### src/rtl/pipelined_cla_pkg.sv
// Shared defaults and configuration helpers for the pipelined carry-lookahead adder.
package pipelined_cla_pkg;

    localparam int unsigned DefWidth  = 64;
    localparam int unsigned DefStages = 4;
    localparam int unsigned DefGroup  = 4;

    function automatic int unsigned slice_width(input int unsigned width,
                                                input int unsigned stages);
        return width / stages;
    endfunction

    function automatic bit cfg_ok(input int unsigned width, input int unsigned stages,
                                  input int unsigned group);
        return (stages != 0) && (group != 0) && (width % stages == 0) &&
               ((width / stages) % group == 0);
    endfunction

endpackage

### src/rtl/pipelined_cla_adder_cla_slice.sv
// Combinational carry-lookahead adder for one slice: bit g/p, group G/P,
// and a fully expanded lookahead network across groups.
module cla_slice #(
    parameter int unsigned SLICE = 16,
    parameter int unsigned GROUP = 4
) (
    input  logic [SLICE-1:0] a,
    input  logic [SLICE-1:0] b,
    input  logic             ci,
    output logic [SLICE-1:0] s,
    output logic             co,
    output logic             c_msb
);

    localparam int unsigned NumGroups = SLICE / GROUP;

    logic [SLICE-1:0]     g;
    logic [SLICE-1:0]     p;
    logic [NumGroups-1:0] grp_g;
    logic [NumGroups-1:0] grp_p;
    logic [NumGroups:0]   grp_c;
    logic [SLICE:0]       c;

    assign g = a & b;
    assign p = a ^ b;

    always_comb begin
        grp_g = '0;
        grp_p = '1;
        for (int j = 0; j < NumGroups; j++) begin
            for (int i = 0; i < GROUP; i++) begin
                grp_g[j] = g[j*GROUP+i] | (p[j*GROUP+i] & grp_g[j]);
                grp_p[j] = grp_p[j] & p[j*GROUP+i];
            end
        end
    end

    // Each group carry is a flat sum of products, independent of lower group carries.
    always_comb begin
        logic term;
        term     = 1'b0;
        grp_c    = '0;
        grp_c[0] = ci;
        for (int j = 0; j < NumGroups; j++) begin
            term = ci;
            for (int m = 0; m <= j; m++) term = term & grp_p[m];
            grp_c[j+1] = term;
            for (int k = 0; k <= j; k++) begin
                term = grp_g[k];
                for (int m = k + 1; m <= j; m++) term = term & grp_p[m];
                grp_c[j+1] = grp_c[j+1] | term;
            end
        end
    end

    always_comb begin
        c = '0;
        for (int j = 0; j < NumGroups; j++) begin
            c[j*GROUP] = grp_c[j];
            for (int i = 0; i < GROUP - 1; i++) begin
                c[j*GROUP+i+1] = g[j*GROUP+i] | (p[j*GROUP+i] & c[j*GROUP+i]);
            end
        end
        c[SLICE] = grp_c[NumGroups];
    end

    assign s     = p ^ c[SLICE-1:0];
    assign co    = c[SLICE];
    assign c_msb = c[SLICE-1];

endmodule

### src/rtl/pipelined_cla_adder.sv
// Streaming adder/subtractor: one CLA slice per pipeline stage, carry registered
// between stages, global stall driven by the output handshake.
module pipelined_cla_adder
    import pipelined_cla_pkg::*;
#(
    parameter int unsigned WIDTH  = DefWidth,
    parameter int unsigned STAGES = DefStages,
    parameter int unsigned GROUP  = DefGroup
) (
    input  logic             clk,
    input  logic             rst,
    input  logic             in_valid,
    output logic             in_ready,
    input  logic [WIDTH-1:0] a,
    input  logic [WIDTH-1:0] b,
    input  logic             cin,
    input  logic             sub,
    output logic             out_valid,
    input  logic             out_ready,
    output logic [WIDTH-1:0] sum,
    output logic             cout,
    output logic             ovf,
    output logic             zero
);

    localparam int unsigned SLICE = slice_width(WIDTH, STAGES);

    if (!cfg_ok(WIDTH, STAGES, GROUP)) begin : g_cfg_check
        $error("pipelined_cla_adder: WIDTH/STAGES/GROUP do not divide evenly");
    end

    logic             advance;
    logic [WIDTH-1:0] b_eff;
    logic             cin_eff;

    assign advance  = out_ready || !out_valid;
    assign in_ready = advance;
    assign b_eff    = sub ? ~b : b;
    assign cin_eff  = sub | cin;

    for (genvar k = 0; k < STAGES; k++) begin : g_stage
        logic             src_valid;
        logic             src_ci;
        logic [WIDTH-1:0] src_a;
        logic [WIDTH-1:0] src_b;
        logic [WIDTH-1:0] src_sum;

        logic             valid_q, valid_d;
        logic             carry_q, carry_d;
        logic [WIDTH-1:0] sum_q, sum_d;
        logic [WIDTH-1:0] opa_q, opa_d;
        logic [WIDTH-1:0] opb_q, opb_d;

        logic [SLICE-1:0] slice_s;
        logic             slice_co;
        logic             slice_cmsb;

        if (k == 0) begin : g_first
            assign src_valid = in_valid;
            assign src_ci    = cin_eff;
            assign src_a     = a;
            assign src_b     = b_eff;
            assign src_sum   = '0;
        end else begin : g_next
            assign src_valid = g_stage[k-1].valid_q;
            assign src_ci    = g_stage[k-1].carry_q;
            assign src_a     = g_stage[k-1].opa_q;
            assign src_b     = g_stage[k-1].opb_q;
            assign src_sum   = g_stage[k-1].sum_q;
        end

        cla_slice #(
            .SLICE(SLICE),
            .GROUP(GROUP)
        ) u_slice (
            .a    (src_a[k*SLICE +: SLICE]),
            .b    (src_b[k*SLICE +: SLICE]),
            .ci   (src_ci),
            .s    (slice_s),
            .co   (slice_co),
            .c_msb(slice_cmsb)
        );

        // Data registers only load on a real beat; bubbles just clear valid.
        always_comb begin
            valid_d = valid_q;
            carry_d = carry_q;
            sum_d   = sum_q;
            opa_d   = opa_q;
            opb_d   = opb_q;
            if (advance) begin
                valid_d = src_valid;
                if (src_valid) begin
                    sum_d                   = src_sum;
                    sum_d[k*SLICE +: SLICE] = slice_s;
                    carry_d                 = slice_co;
                    opa_d                   = src_a;
                    opb_d                   = src_b;
                end
            end
        end

        always_ff @(posedge clk or posedge rst) begin
            if (rst) begin
                valid_q <= 1'b0;
                carry_q <= 1'b0;
                sum_q   <= '0;
                opa_q   <= '0;
                opb_q   <= '0;
            end else begin
                valid_q <= valid_d;
                carry_q <= carry_d;
                sum_q   <= sum_d;
                opa_q   <= opa_d;
                opb_q   <= opb_d;
            end
        end
    end

    logic ovf_q, ovf_d;
    logic zero_q, zero_d;

    always_comb begin
        ovf_d  = ovf_q;
        zero_d = zero_q;
        if (advance && g_stage[STAGES-1].src_valid) begin
            ovf_d  = g_stage[STAGES-1].slice_co ^ g_stage[STAGES-1].slice_cmsb;
            zero_d = (g_stage[STAGES-1].sum_d == '0);
        end
    end

    always_ff @(posedge clk or posedge rst) begin
        if (rst) begin
            ovf_q  <= 1'b0;
            zero_q <= 1'b0;
        end else begin
            ovf_q  <= ovf_d;
            zero_q <= zero_d;
        end
    end

    assign out_valid = g_stage[STAGES-1].valid_q;
    assign sum       = g_stage[STAGES-1].sum_q;
    assign cout      = g_stage[STAGES-1].carry_q;
    assign ovf       = ovf_q;
    assign zero      = zero_q;

endmodule
### config.mk
export PLATFORM = sky130hd
export DESIGN_NAME = pipelined_cla_adder
export DESIGN_NICKNAME = d
export VERILOG_FILES = /design/src/rtl/pipelined_cla_pkg.sv /design/src/rtl/pipelined_cla_adder_cla_slice.sv /design/src/rtl/pipelined_cla_adder.sv
export SDC_FILE = /design/constraint.sdc
export NUM_CORES = 1
export LEC_CHECK = 0
export ABC_AREA = 1
export ABC_CLOCK_PERIOD_IN_PS = 12200
export CELL_PAD_IN_SITES_DETAIL_PLACEMENT = 2
export CELL_PAD_IN_SITES_GLOBAL_PLACEMENT = 2
export CORE_MARGIN = 4
export CORE_UTILIZATION = 26
export CTS_BUF_LIST = sky130_fd_sc_hd__clkbuf_2 sky130_fd_sc_hd__clkbuf_4 sky130_fd_sc_hd__clkbuf_8
export DETAILED_ROUTE_END_ITERATION = 8
export PLACE_DENSITY = 0.67
export SYNTH_ARGS = -nofsm -noshare
export SYNTH_HDL_FRONTEND = slang
export SYNTH_HIERARCHICAL = 1
export SYNTH_SLANG_ARGS = --single-unit
### constraint.sdc
create_clock -name clk -period 12.2 [get_ports clk]
set_input_delay 1.83 -clock clk [delete_from_list [all_inputs] [get_ports clk]]
set_output_delay 1.83 -clock clk [all_outputs]
set_load 0.03 [all_outputs]
==> results.yml, run 1 <==
timing:
  hold_violations: 0
  fin_crit_sh_pct: 43.63
  rsz0062_at_grt: "no"
  slew_viol_final: 0
  layout_min_cycle_time_ns: 5.322
  max_freq_ghz: 0.1879
  setup_violations: 0
  slew-limit-headroom_pct: 25.08
  worst_pin_slew_ns: 1.124
  fin_skew_ns: 0.02045
  finalSetupTns_ns: 0
floorplan:
  die_h_microns: 266.4
  coreArea_sq_um: 65980
  rows: 94
  start_util_pct: 26.32
  ios: 203
  die-area_sq_um: 70980
  die_w_microns: 266.4
cts:
  htreeDepth: 3
  ctsRootBufferMaster: "clkbuf_8"
  clock_path_buffers: 3
  cts-hold-fix-buffers: 0
  cts_setup_buffers: 0
  clock_sinks: 362
  cts_resized: 0
  clkTransAtPathRegs_ns: 0.06
  cts_made_buffers: 66
  clkLatencyLatePin_ns: 0.61
  cts_tree: "yes"
grt:
  first_global_vias: 14470
  antenna_found_initial: 1
  grt.met1_usage_pct: 18.10
  grt_pass1_wl_microns: 80320
  grt_busiest_layer: "met2"
  use_met3_pct: 2.655
  track_usage_pct: 14.22
  globalRouteMet2Util_pct: 24.59
  grt-ovfl-total: 0
  grt_max_degree: 167
detailed_routing:
  drt-vias-per-instance: 4.398
  drc: 0
  wl_per_cell_microns: 17.85
  drtIter0Drc: 422
  drt_wl_total_microns: 49790
  dr.pass1.iters: 4
  vias: 12270
  ant_nets: 0
layout:
  finalNonFillerCells: 2789
  drive_above_1_share_pct: 17.05
  fillCellCount: 7107
  fin_area_sq_um: 21580
  area_delta_synth_final_pct: 24.30
  nets: 2124
  fin_util_pct: 32.71
hold_path:
  min_path_type: "flop to flop"
  min_from: "g_stage[0].sum_q[1]$_DFFE_PP0P_"
  holdPathEnd: "g_stage[0].sum_q[1]$_DFFE_PP0P_"
  whs_path_depth: 2
pwr:
  power.leakage_uw: 0.01010
  peakVddDrop_mv: 0.09368
  power_density_nw_per_um2: 263.0
  total_power_uw: 5676
setup_path:
  reg2reg_slack_ns: 8.68
  r2r_cells: 22
  crit_fanout: 25
  arrival_ns: 3.49
  r2r_end: "zero$_DFFE_PP0P_"
  startpoint_type: "input port"
  crit_chain: "clkdlybuf4s50_1 > inv_2 > nand2_4 > clkdlybuf4s50_1"
  critPathCaptureType: "output port"
  crit_path_top_delay_cell: "clkdlybuf4s50_1"
  cp_common_cell: "clkdlybuf4s50_1"
  regToRegStartpoint: "g_stage[2].opa_q[53]$_DFFE_PP0P_"
  cp_slowest_stage_delay_ns: 0.76
  critPathKind: "input port to output port"
  crit_required_ns: 10.37
yosys:
  ys_warn_count: 6
  synth_area_sq_um: 17360
  syn_inst: 1675
  synth_fp_nets: 1921
  avgSynthCellArea_sq_um: 10.37
run:
  maxCapViolCount: 0
place:
  dpl.cell_count: 2674
  port_buffers: 202
  gp_congestion: 0.7503
  placed_area_sq_um: 20180
  dpl.hpwl_microns: 35140
outcome:
  status: "completed"
## per-layer routing
layer	wire, microns	share of wire [%]	vias to the layer above
met4	913	1.8	0
met1	22400	45	6268
met3	1754	3.5	55
li1	-	-	5771
met5	0	0	-
met2	24720	50	171
## worst max-delay path by stage
stage | from | endpoint | depth (start not counted)
2_1_floorplan | rst | cout$_DFFE_PP0P_ | 1
3_3_place_gp | out_ready | in_ready | 4
3_5_place_dp | out_ready | g_stage[0].sum_q[9]$_DFFE_PP0P_ | 9
4_1_cts | out_ready | in_ready | 4
5_1_grt | out_ready | in_ready | 4
6_report | out_ready | in_ready | 4
## registers in the layout, summed over array words and instances, names as in the netlist
signal	flops
cout	1
g_stage.carry_q	3
g_stage.opa_q	96
g_stage.opb_q	96
g_stage.sum_q	96
g_stage.valid_q	3
out_valid	1
ovf	1
sum	64
zero	1
## worst max-delay path: cells and delay by family
kind / cells / cell delay [ns]
buffers and inverters: 3 / 1.30
AND/OR/NAND/NOR: 1 / 0.34
## layout make-up
type	count	area, sq um	area share, %
Clock buffer	103	1311	6.075
Antenna cell	1	2.502	0.01159
Timing Repair Buffer	212	2107	9.762
Sequential cell	362	9060	41.97
Tap cell	864	1081	5.008
Inverter	122	466.7	2.162
Clock inverter	11	86.33	0.4000
Multi-Input combinational cell	1114	7470	34.61
## per-stage QoR
stage / setup WS (ns) / hold slack (ns)
after CTS: 6.863 / 0.4828
after global placement: 6.879 / 0.4639
after global routing: 6.821 / 0.5087
final: 6.878 / 0.4772
after detailed placement: 6.861 / 0.4660
after floorplan: 0.3230 / 0.4450
## cells in the final DEF, fill, tap and decap left out, types with 2 or more instances in the layout
cell type / instances
xor2_1: 28
o21ai_0: 130
clkdlybuf4s50_1: 201
fa_1: 48
clkbuf_4: 17
o21ai_1: 5
nor2_4: 4
inv_1: 113
a21oi_1: 40
mux2_2: 111
nor2_1: 68
buf_4: 10
dfrtp_1: 361
clkinv_2: 9
nand3_1: 41
ha_1: 64
o21bai_1: 2
nand3_2: 30
clkbuf_8: 86
nand3b_1: 3
nand2_1: 432
xnor2_1: 53
nand2_2: 32
a21oi_2: 2
inv_2: 6
nand2_4: 5
nor2_2: 5
nand4_1: 3
## power breakdown
group	internal, uW	leakage (uW)	switching, uW
sequential	1730	0.00443	390
clock	703	0.000746	510
combinational	985	0.00492	1360
No activity file was read; power rests on OpenSTA's default activity.
==> run 2: changes to the inputs <==
--- a/config.mk
+++ b/config.mk
@@ -6,7 +6,7 @@
 export NUM_CORES = 1
 export LEC_CHECK = 0
 export ABC_AREA = 1
-export ABC_CLOCK_PERIOD_IN_PS = 12200
+export ABC_CLOCK_PERIOD_IN_PS = 4400
 export CELL_PAD_IN_SITES_DETAIL_PLACEMENT = 2
 export CELL_PAD_IN_SITES_GLOBAL_PLACEMENT = 2
 export CORE_MARGIN = 4
==> constraint.sdc (replaced) <==
create_clock -name clk -period 4.4 [get_ports clk]
set_input_delay 0.66 -clock clk [delete_from_list [all_inputs] [get_ports clk]]
set_output_delay 0.66 -clock clk [all_outputs]
set_load 0.03 [all_outputs]
==> run 2 against run 1 <==
Against the previous run: combinational power grew to 2.8 times the previous value; die area did not move; sequential share of layout area down 0.36 points; clock power rose to 2.8 times the previous value; clock-buffer cell count up 4; critical path depth rose by 16; register-to-register slack got worse by 7.9 ns; first-iteration DRC count down 14%; largest power group unchanged.
==> results.yml, run 2 (synthesis results as in run 1) <==
outcome:
  status: "completed"
pwr:
  power_density_nw_per_um2: 727.1
  p_sw_uw: 6331
  internal-power_uw: 9501
  peakVddDrop_mv: 0.2926
  power.leakage_uw: 0.01019
  power_frac_clock_pct: 21.6
  swShare_pct: 39.99
  p_comb_share_pct: 41.4
  pwr-share-seq_pct: 37.0
setup_path:
  critPathKind: "flop to flop"
  arrival_ns: 4.16
  cp_slowest_stage_delay_ns: 0.44
  endpoint: "zero$_DFFE_PP0P_"
  crit_chain: "ha_1 > nand2_1 > nand2_1 > nand2_1 > nand2_1 > a21oi_2 > nand2_2 > fa_1 > fa_1 > fa_1 > xor2_1 > nand3_1 > nand2_1 > nor2_1 > nand2_1 > nor2_1 > nand2_1 > nor2_1 > nand2_1 > nand2_1"
  crit_path_top_delay_cell: "fa_1"
  r2r_end: "zero$_DFFE_PP0P_"
  r2r_cells: 20
  reg2reg_slack_ns: 0.79
  startpoint_type: "flop"
  crit_fanout: 3
  cp_common_cell: "nand2_1"
  crit_required_ns: 4.95
  critPathCaptureType: "flop"
  critPathLaunch: "g_stage[2].opa_q[53]$_DFFE_PP0P_"
  regToRegStartpoint: "g_stage[2].opa_q[53]$_DFFE_PP0P_"
floorplan:
  coreArea_sq_um: 65980
  die-area_sq_um: 70980
  die_w_microns: 266.4
  die_h_microns: 266.4
  rows: 94
  ios: 203
  start_util_pct: 26.32
hold_path:
  min_path_type: "flop to flop"
  min_from: "g_stage[0].sum_q[10]$_DFFE_PP0P_"
layout:
  nets: 2137
  fin_area_sq_um: 21770
  fin_util_pct: 33.00
  mostFrequentLayoutCells: "nand2_1 (432), dfrtp_1 (361), clkdlybuf4s50_1 (201)"
  final_common_cell: "nand2_1"
  drive_above_1_share_pct: 17.77
  multi_input_area_sq_um: 7470
  fillCellCount: 7090
  area_delta_synth_final_pct: 25.39
  finalNonFillerCells: 2808
  register_area_sq_um: 9060
  reg_top3: "g_stage.opa_q: 96 flops, g_stage.opb_q: 96 flops, g_stage.sum_q: 96 flops"
timing:
  rsz0062_at_grt: "no"
  fin_crit_sh_pct: 82.02
  slew_viol_final: 0
  max_freq_ghz: 0.2771
  setup_violations: 0
  hold_slack_ns: 0.4725
  fin_skew_ns: 0.01895
  slew-limit-headroom_pct: 44.47
  finalSetupTns_ns: 0
  layout_min_cycle_time_ns: 3.609
  worst_pin_slew_ns: 0.8329
  hold_violations: 0
cts:
  cts-hold-fix-buffers: 0
  clkTransAtPathRegs_ns: 0.06
  cts_made_buffers: 69
  cts_resized: 0
  clock_path_buffers: 3
  cts_tree: "yes"
  cts_setup_buffers: 0
  clkLatencyLatePin_ns: 0.62
  ctsRootBufferMaster: "clkbuf_8"
  clock_sinks: 362
  htreeDepth: 3
detailed_routing:
  dr.pass1.iters: 4
  vias: 12360
  drt-vias-per-instance: 4.402
  drc: 0
  drtIter0Drc: 363
  wl_per_cell_microns: 18.06
  ant_nets: 0
  drt_wl_total_microns: 50720
place:
  gp_congestion: 0.7848
  port_buffers: 202
  placed_area_sq_um: 20340
  dpl.cell_count: 2684
  dpl.hpwl_microns: 35520
grt:
  grt_pass1_wl_microns: 81880
  grt_max_degree: 102
  grt-ovfl-total: 0
  antenna_found_initial: 4
  track_usage_pct: 14.60
  first_global_vias: 14340
run:
  maxCapViolCount: 0
-- run 2: changes by cell type in the layout (fill, tap and decap cells not counted) --
| cell | previous run | this run |
|---|---|---|
| buf_12 | 1 | 8 |
| buf_4 | 10 | 13 |
| bufinv_16 | 1 | 0 |
| clkbuf_4 | 17 | 21 |
| clkinv_2 | 9 | 11 |
| clkinv_4 | 1 | 0 |
| clkinvlp_4 | 1 | 4 |
| diode_2 | 1 | 3 |
| inv_6 | 0 | 1 |
| inv_8 | 1 | 0 |
-- run 2: worst min path at each step --
stage	endpoint	slack, ns	cells after the start
6_report	g_stage[0].sum_q[10]$_DFFE_PP0P_	0.47	2
5_1_grt	g_stage[1].opa_q[52]$_DFFE_PP0P_	0.49	2
4_1_cts	g_stage[0].opa_q[52]$_DFFE_PP0P_	0.45	2
3_5_place_dp	g_stage[0].sum_q[2]$_DFFE_PP0P_	0.47	2
3_3_place_gp	g_stage[0].sum_q[4]$_DFFE_PP0P_	0.46	2
2_1_floorplan	g_stage[0].opa_q[63]$_DFFE_PP0P_	0.44	2
-- run 2: per-stage QoR --
stage               power [uW]  setup slack, ns
finish                   15830           0.7912
detailed placement       12620           0.4752
global placement         12270           0.5552
global route             17290           0.5434
CTS                      16250           0.7663
floorplan                10140           -1.114
-- run 2: routing by layer --
| metal | global-route usage [%] | share of wire (%) |
|---|---|---|
| met3 | 2.968 | 3.7 |
| met4 | 4.283 | 1.8 |
| met2 | 25.16 | 50 |
| met1 | 18.64 | 44 |
| met5 | 0 | 0 |
-- run 2: power groups by stage --
stage	registers [uW]	logic, uW	clock network [uW]
2_1_floorplan	6060	4080	0
3_3_place_gp	5870	6390	0
3_5_place_dp	5940	6680	0
4_1_cts	5900	6740	3600
5_1_grt	6070	7450	3770
6_report	5850	6550	3430
-- run 2: critical path: cells and delay by family (launching register included) --
kind / cells / cell delay [ns]
XOR/XNOR: 1 / 0.15
flip-flops: 1 / 0.42
adder cells (fa/ha/maj): 4 / 1.59
AO/OA/AOI/OAI: 1 / 0.14
AND/OR/NAND/NOR: 14 / 1.25
-- run 2: layout make-up --
type	instances	share of cell area [%]
Inverter	122	2.126
Timing Repair Buffer	222	10.42
Multi-Input combinational cell	1114	34.31
Clock inverter	14	0.3735
Tap cell	864	4.965
Clock buffer	107	6.160
Antenna cell	3	0.03448
Sequential cell	362	41.61
==> run 3: changes to the inputs <==
--- a/config.mk
+++ b/config.mk
@@ -6,14 +6,14 @@
 export NUM_CORES = 1
 export LEC_CHECK = 0
 export ABC_AREA = 1
-export ABC_CLOCK_PERIOD_IN_PS = 4400
+export ABC_CLOCK_PERIOD_IN_PS = 3600
 export CELL_PAD_IN_SITES_DETAIL_PLACEMENT = 2
 export CELL_PAD_IN_SITES_GLOBAL_PLACEMENT = 2
 export CORE_MARGIN = 4
 export CORE_UTILIZATION = 26
 export CTS_BUF_LIST = sky130_fd_sc_hd__clkbuf_2 sky130_fd_sc_hd__clkbuf_4 sky130_fd_sc_hd__clkbuf_8
 export DETAILED_ROUTE_END_ITERATION = 8
-export PLACE_DENSITY = 0.67
+export PLACE_DENSITY = 0.64
 export SYNTH_ARGS = -nofsm -noshare
 export SYNTH_HDL_FRONTEND = slang
 export SYNTH_HIERARCHICAL = 1
==> constraint.sdc (replaced) <==
create_clock -name clk -period 3.6 [get_ports clk]
set_input_delay 0.54 -clock clk [delete_from_list [all_inputs] [get_ports clk]]
set_output_delay 0.54 -clock clk [all_outputs]
set_load 0.03 [all_outputs]
==> run 3 against run 2 <==
Against the previous run: sequential share of layout area shrank 0.58 points; clock-buffer cell count up 2; hold slack worse by 0.21 ns; critical path type unchanged; largest power group unchanged.
==> results.yml, run 3 (synthesis results as in run 1) <==
pwr:
  peakVddDrop_mv: 0.2381
  pwr-share-seq_pct: 35.9
  internal-power_uw: 11960
  total_power_uw: 19780
  power.leakage_uw: 0.01034
  swShare_pct: 39.52
  power_density_nw_per_um2: 896.0
  power_frac_clock_pct: 22.7
  p_comb_share_pct: 41.4
  p_sw_uw: 7819
setup_path:
  crit_family: "adder cells"
  reg2reg_slack_ns: 0.25
  arrival_ns: 3.87
  cp_common_cell: "nand2_1"
  cp_slowest_stage_delay_ns: 0.42
  crit_chain: "ha_1 > nand2_1 > nand2_1 > nand2_1 > nand2_1 > a21oi_2 > nand2_2 > nand2_2 > nand2_2 > fa_1 > fa_1 > inv_1 > fa_2 > inv_1 > nand3b_1 > nand2_2 > nand3_2 > nor2_1 > nand2_1 > nor2_1 > nand2_1 > nand2_1"
  crit_fanout: 2
  crit_path_top_delay_cell: "fa_2"
  critPathBufInv: 2
  critPathCaptureType: "flop"
  critPathKind: "flop to flop"
  startpoint_type: "flop"
  crit_required_ns: 4.12
cts:
  clock_path_buffers: 3
  cts_made_buffers: 71
  clkTransAtPathRegs_ns: 0.06
  ctsRootBufferMaster: "clkbuf_8"
  cts_tree: "yes"
  clock_sinks: 362
  clkLatencyLatePin_ns: 0.63
  htreeDepth: 3
hold_path:
  min_path_type: "input port to async pin"
grt:
  grt_max_degree: 131
  grt-ovfl-total: 0
  antenna_found_initial: 2
  grt_pass1_wl_microns: 81930
  track_usage_pct: 14.59
  first_global_vias: 14540
floorplan:
  die_w_microns: 266.4
  coreArea_sq_um: 65980
  die-area_sq_um: 70980
  ios: 203
  die_h_microns: 266.4
  rows: 94
  start_util_pct: 26.32
timing:
  hold_violations: 0
  slew-limit-headroom_pct: 49.73
  worst_pin_slew_ns: 0.7541
  fin_crit_sh_pct: 93.01
  max_freq_ghz: 0.2986
  layout_min_cycle_time_ns: 3.348
  slew_viol_final: 0
  fin_skew_ns: 0.02976
  setup_violations: 0
detailed_routing:
  drt-vias-per-instance: 4.399
  ant_nets: 0
  dr.pass1.iters: 4
  drt_wl_total_microns: 50660
  drtIter0Drc: 391
  drc: 0
  vias: 12450
  wl_per_cell_microns: 17.90
layout:
  nets: 2156
  mostFrequentLayoutCells: "nand2_1 (430), dfrtp_1 (361), clkdlybuf4s50_1 (201)"
  final_common_cell: "nand2_1"
  fin_util_pct: 33.46
  reg_top3: "g_stage.opa_q: 96 flops, g_stage.opb_q: 96 flops, g_stage.sum_q: 96 flops"
  drive_above_1_share_pct: 18.98
  fillCellCount: 7058
  area_delta_synth_final_pct: 27.16
place:
  port_buffers: 202
  dpl.hpwl_microns: 36110
  gp_congestion: 0.7681
outcome:
  status: "completed"
run:
  maxCapViolCount: 0
==> run 3: cell count changes in the layout (fill, tap and decap cells not counted), moves of 2 or more <==
cell / delta
buf_4: +14
buf_12: +3
nand2_1: -2
bufinv_16: +3
nand2_2: +2
clkinvlp_4: +3
clkbuf_8: +2
==> run 3: what timing repair did <==
item,in CTS,in global routing
hold buffers,0,0
gates resized for setup,0,4
setup endpoints to repair,0,1
setup buffers,0,5
==> run 3: power by group through the flow <==
stage | Combinational [uW] | Clock, uW | Sequential, uW
floorplan | 4980 | 0 | 7410
global placement | 7980 | 0 | 7120
detailed placement | 8320 | 0 | 7210
CTS | 8400 | 4710 | 7160
global route | 9310 | 4910 | 7360
finish | 8190 | 4490 | 7100
==> run 3: per-stage QoR <==
step                      setup slack, ns  instance area (sq um)  hold WS (ns)  std cells  setup TNS (ns)
after floorplan                    -1.794                  17370        0.4450       1675         -649.52
after global placement           -0.05173                  20470        0.4611       2696        -0.05173
after detailed placement          -0.2397                  20470        0.4687       2696         -0.4261
after CTS                          0.1392                  22020        0.1867       2824               0
after global routing             -0.01335                  22080        0.2137       2830        -0.01335
final                              0.2516                  22080        0.2632       2831               0
==> run 3: area by class of cell <==
| type | instances | area [sq um] | area share (%) |
|---|---|---|---|
| inverters | 122 | 462.9 | 2.097 |
| flip-flops and latches | 362 | 9060 | 41.03 |
| diodes | 2 | 5.005 | 0.02267 |
| clock inverters | 19 | 185.2 | 0.8387 |
| well taps | 864 | 1081 | 4.896 |
| multi-input cells | 1114 | 7482 | 33.89 |
| repair buffers | 239 | 2435 | 11.03 |
| clock buffers | 109 | 1369 | 6.199 |
==> run 3: final timing paths <==
kind,from,end,depth (start not counted)
worst max-delay path,g_stage[2].opa_q[53]$_DFFE_PP0P_,zero$_DFFE_PP0P_,22
worst min-delay path,rst,g_stage[0].opa_q[47]$_DFFE_PP0P_,2
worst max register to register,g_stage[2].opa_q[53]$_DFFE_PP0P_,zero$_DFFE_PP0P_,22
worst min register to register,g_stage[0].sum_q[9]$_DFFE_PP0P_,g_stage[0].sum_q[9]$_DFFE_PP0P_,2
max in group asynchronous,rst,g_stage[0].opb_q[31]$_DFFE_PP0P_,4
min in group clk,a[21],g_stage[0].opa_q[21]$_DFFE_PP0P_,3
==> run 3: worst reg2reg max path: cells and delay by family (launching register included) <==
family / cells / cell delay [ns]
buffers and inverters: 2 / 0.14
adder cells (fa/ha/maj): 4 / 1.50
AO/OA/AOI/OAI: 1 / 0.13
flip-flops: 1 / 0.39
AND/OR/NAND/NOR: 15 / 1.11
==> run 3: routing by layer <==
layer  wire length (microns)  share of wire (%)  track usage (%)  up-vias
met5                       0                  0                0        -
li1                        -                  -                -     5848
met2                   25560                 50            25.28      173
met3                    1984                3.9            3.097       51
met4                     719                1.4            4.098        0
met1                   22400                 44            18.48     6382
